[src/rtl/codec_intf.sv]
// codec_intf: CS4272 I2S link. Generates MCLK/SCLK/LRCLK/RSTn from clk,
// deserializes SDout into lft_rd/rht_rd (valid pulse) and serializes
// lft_wrt/rht_wrt (captured on valid) onto SDin in the following frame.
// Ports: clk, rst_n (async, active low); lft_wrt, rht_wrt, SDout in;
//        lft_rd, rht_rd, valid, MCLK, SCLK, LRCLK, SDin, RSTn out.
module codec_intf (
  input  logic        clk,
  input  logic        rst_n,
  input  logic [15:0] lft_wrt,
  input  logic [15:0] rht_wrt,
  input  logic        SDout,
  output logic [15:0] lft_rd,
  output logic [15:0] rht_rd,
  output logic        valid,
  output logic        MCLK,
  output logic        SCLK,
  output logic        LRCLK,
  output logic        SDin,
  output logic        RSTn
);

  logic [10:0] cnt;
  logic [10:0] cnt_nxt;
  logic [4:0]  k;
  logic        rise;
  logic        fall;
  logic        word_bit;
  logic [15:0] rx_shft;
  logic [15:0] rx_nxt;
  logic [15:0] lft_hold;
  logic [15:0] lft_tx;
  logic [15:0] rht_tx;
  logic [15:0] tx_shft;
  logic [15:0] tx_nxt;

  assign cnt_nxt  = cnt + 11'd1;
  assign k        = cnt[9:5];
  assign rise     = (cnt[4:0] == 5'b01111);
  assign fall     = (cnt[4:0] == 5'b11111);
  assign word_bit = (k >= 5'd1) && (k <= 5'd16);
  assign rx_nxt   = {rx_shft[14:0], SDout};

  // Word load at the fall ending k=0, then shift out with zero fill.
  always_comb begin
    tx_nxt = tx_shft;
    if (fall) begin
      if (k == 5'd0)
        tx_nxt = cnt[10] ? rht_tx : lft_tx;
      else
        tx_nxt = {tx_shft[14:0], 1'b0};
    end
  end

  // Clock outputs follow the counter value of the cycle they belong to.
  always_ff @(posedge clk or negedge rst_n) begin
    if (!rst_n) begin
      cnt   <= 11'd0;
      MCLK  <= 1'b0;
      SCLK  <= 1'b0;
      LRCLK <= 1'b0;
      RSTn  <= 1'b0;
    end else begin
      cnt   <= cnt_nxt;
      MCLK  <= cnt_nxt[1];
      SCLK  <= cnt_nxt[4];
      LRCLK <= cnt_nxt[10];
      if (cnt == 11'h7FF)
        RSTn <= 1'b1;
    end
  end

  always_ff @(posedge clk or negedge rst_n) begin
    if (!rst_n) begin
      rx_shft  <= 16'd0;
      lft_hold <= 16'd0;
      lft_rd   <= 16'd0;
      rht_rd   <= 16'd0;
      valid    <= 1'b0;
    end else begin
      valid <= 1'b0;
      if (rise && word_bit)
        rx_shft <= rx_nxt;
      if (cnt == 11'h20F)
        lft_hold <= rx_nxt;
      // Last right bit goes straight to rht_rd with the valid pulse.
      if (cnt == 11'h60F) begin
        lft_rd <= lft_hold;
        rht_rd <= rx_nxt;
        valid  <= 1'b1;
      end
    end
  end

  always_ff @(posedge clk or negedge rst_n) begin
    if (!rst_n) begin
      lft_tx  <= 16'd0;
      rht_tx  <= 16'd0;
      tx_shft <= 16'd0;
      SDin    <= 1'b0;
    end else begin
      if (valid) begin
        lft_tx <= lft_wrt;
        rht_tx <= rht_wrt;
      end
      tx_shft <= tx_nxt;
      SDin    <= tx_nxt[15];
    end
  end

endmodule

[config.mk]
export PLATFORM = sky130hd
export DESIGN_NAME = codec_intf
export DESIGN_NICKNAME = d
export VERILOG_FILES = /design/src/rtl/codec_intf.sv
export SDC_FILE = /design/constraint.sdc
export NUM_CORES = 1
export LEC_CHECK = 0
export CAP_MARGIN = 20
export CORE_MARGIN = 1
export CORE_UTILIZATION = 49
export CTS_CLUSTER_DIAMETER = 100
export CTS_CLUSTER_SIZE = 12
export DETAILED_ROUTE_END_ITERATION = 8
export PLACE_DENSITY_LB_ADDON = 0.2
export SYNTH_ARGS = -nofsm -noshare
export SYNTH_HDL_FRONTEND = slang
export SYNTH_SLANG_ARGS = --single-unit
[constraint.sdc]
create_clock -name clk -period 2.2 [get_ports clk]
set_clock_uncertainty 0.05 [all_clocks]
set_input_delay 0.22 -clock clk [delete_from_list [all_inputs] [get_ports clk]]
set_output_delay 0.22 -clock clk [all_outputs]
set_load 0.02 [all_outputs]
==> run metrics <==
status=finished, final reports clean; Die Y=105 um; final setup TNS=0 ns; power share of the combinational group=2.2%; Clk pwr share=54.1%; die area=11,000 sq um; RR Endpoint=rht_rd[11]; FF-to-FF setup slack=0.09 ns; CP max stage cell=or4_1; Synth Area per Inst=14.4 sq um; fin nets=480; total track usage=19.1%; iteration-0 DRC count of the detailed router=89; min-delay worst type=primary input to async pin; Worst setup SP type=flop; Post-Syn Area=5180 sq um; Seq pwr share=43.7%; I/O pin count=73; WL final=9360 um; critical-path cell list=or4_1, nor3_4, buf_12, mux2_2; antenna violations before repair=0; max incr delay on CP=0.69 ns; clock latency on the worst-skew pair=0.51 ns; post-CTS setup buffers=0; Starting Density=50.4%; Net Sw Frac=18.5%; DR vias/cell=5.26; gp weighted congestion=0.735; Setup crit end kind=flop; sequential area share after synthesis=59.9%; CTS Root Cell=clkbuf_8; pwr/cell area=774 nW/um^2; Int Power=0.00426 W; floorplan row count=37; CTS max path bufs=2; CP endpoint=rht_rd[11]; CORE AREA=10,300 sq um; DRT Pass-1 Iters=4; CP required=2.54 ns; Slew Limit Fails=0; Lkg Pwr=3.15 nW; VDD IR-drop max=523 uV; worst setup path start=cnt[5]; Unique masters post-synth=27; clock sinks=124; RSZ-0062 raised after global routing=no; # port buffers=72; Post-Synthesis Cells=359; WHS=0.176 ns; global-route wire length before repair=16,100 um; fin crit period=2.11 ns; Worst slew margin=65.9%; vias in the first global route=3,332; MaxCap Viol Count=0; Fin. Hold Viols=0; critical path arrival=2.45 ns; r2r startpoint=cnt[5]; CTS tree=built; Slew @ Worst Pin=0.512 ns; fmax=0.474 GHz; WS Path Type=flop to flop; final setup fails=0; largest net degree at the start of global routing=48; Die X=105 um; #FFs+latches synth=124; number of antenna cells inserted=0; Vias=3,100; Max FO, Critical Path=33; htree depth=4; TritonCTS Buffers=17; Synth Warn #=0; worst r2r path cells=4; DP HPWL=5940 um; net load switching power=0.000969 W; post-synthesis net count=397; drt wl/cell=15.9 um; # DRC=0; Clock Pin Slew Worst Setup and Hold Paths=0.06 ns; fraction of layout cells with a size suffix above 1=34.7%; post-route ant nets=0; GRT overflow=0; P&R area growth vs syn=30.4%; Final Cycle Share=95.9%
layer usage:
layer  wire, um  track usage (%)  vias to the layer above  part of all wire (%)
met2       4650             30.5                       59                    50
li1           -                -                     1466                     -
met4        159             8.25                        0                   1.7
met5          0                0                        -                     0
met3        512             7.17                       11                   5.5
met1       4040             23.1                     1564                    43
cell families after synthesis:
family	count (synthesis)	share of synthesized area, %
xor gates and xnor gates	8	1.35
buffers and inverters	29	2.71
adders and majority gates	3	0.725
muxes	113	24.8
AOI/OAI and AO/OA	31	4.86
and+or+nand+nor	51	5.63
DFF	124	59.9
state kept, by name, indices dropped and copies added, names as in the netlist:
name / count
tx_shft: 15
lft_rd: 16
rht_rd: 16
lft_tx: 16
RSTn: 1
rht_tx: 16
SDin: 1
lft_hold: 16
cnt: 10
rx_shft: 15
LRCLK: 1
valid: 1
stage by stage:
stage	total power, W	instance area [sq um]	setup slack, ns	std cells	util (%)
after floorplan	0.00233	5180	0.0247	359	-
after global placement	0.00244	6130	0.109	558	59.7
after detailed placement	0.00244	6130	0.0813	558	59.7
after CTS	0.00530	6750	0.0117	589	65.6
after global routing	0.00540	6750	0.00782	589	65.7
final	0.00523	6750	0.0904	589	65.7
Yosys cell counts:
cell | instances | share of area (%)
ha_1 | 3 | 0.73
buf_4 | 4 | 0.58
o311ai_0 | 15 | 2.5
and4_1 | 1 | 0.17
inv_1 | 5 | 0.36
nor2_1 | 1 | 0.072
o31ai_1 | 1 | 0.15
nand3_1 | 2 | 0.19
buf_6 | 2 | 0.44
buf_1 | 5 | 0.36
nor3_4 | 1 | 0.31
nand2b_1 | 17 | 2.1
nand4_1 | 4 | 0.48
and3_1 | 1 | 0.12
o211ai_1 | 15 | 2.2
clkbuf_1 | 12 | 0.87
mux2i_1 | 1 | 0.19
buf_2 | 1 | 0.097
xnor2_1 | 4 | 0.68
nand2_1 | 19 | 1.4
xor2_1 | 4 | 0.68
mux2i_4 | 1 | 0.44
mux2_2 | 111 | 24
dfrtp_1 | 124 | 60
or4_1 | 1 | 0.15
nor4_4 | 1 | 0.41
nor3_1 | 3 | 0.29
power by group through the flow:
stage          combinational [W]  clock (W)  sequential [W]
4_1_cts                 0.000118    0.00289         0.00228
3_3_place_gp            0.000115          0         0.00232
3_5_place_dp            0.000116          0         0.00232
5_1_grt                 0.000127    0.00299         0.00228
2_1_floorplan         0.00000136          0         0.00232
6_report                0.000114    0.00283         0.00229
worst min path at each step:
stage | cells past startpoint | slack [ns] | end | startpoint
6_report | 2 | 0.18 | lft_tx[0] | rst_n
5_1_grt | 2 | 0.20 | rht_tx[1] | rst_n
4_1_cts | 2 | 0.17 | rht_tx[1] | rst_n
3_5_place_dp | 1 | 0.17 | rht_tx[1] | rst_n
3_3_place_gp | 1 | 0.17 | rht_tx[1] | rst_n
2_1_floorplan | 0 | -0.13 | LRCLK | rst_n
cell usage in the layout, fill, tap and decap left out, types with 2 or more instances in the layout:
cell             instances
clkbuf_8                 4
nand4_1                  4
nand3_1                  2
clkinv_2                 2
xnor2_1                  4
clkbuf_16               16
bufinv_16                4
clkbuf_1                 3
o211ai_1                15
nand2_1                 19
inv_1                    5
nand2b_1                17
xor2_1                   4
dfrtp_1                124
o311ai_0                15
mux2_2                 111
nor3_1                   3
ha_1                     3
buf_4                    9
buf_12                   6
clkdlybuf4s50_1         71
worst max-delay path: cells and delay by family, from the launching register on:
kind | cells | cell delay [ns]
mux | 1 | 0.36
flops | 1 | 0.36
simple gates | 2 | 0.96
buf+inv | 1 | 0.24
what timing repair did:
action / 4_1_cts / 5_1_grt
resized for setup: 0 / 1
hold endpoints to repair: 35 / 0
endpoints found under the setup margin: 0 / 1
hold buffers: 1 / 0
layout make-up:
class | count | area (sq um)
inverters | 5 | 18.8
flip-flops and latches | 124 | 3100
repair buffers | 88 | 920
clock inverters | 7 | 138
well taps | 136 | 170
multi-input cells | 206 | 1930
fillers | 765 | 3530
clock buffers | 23 | 467
No activity file was read; power rests on OpenSTA's default activity.
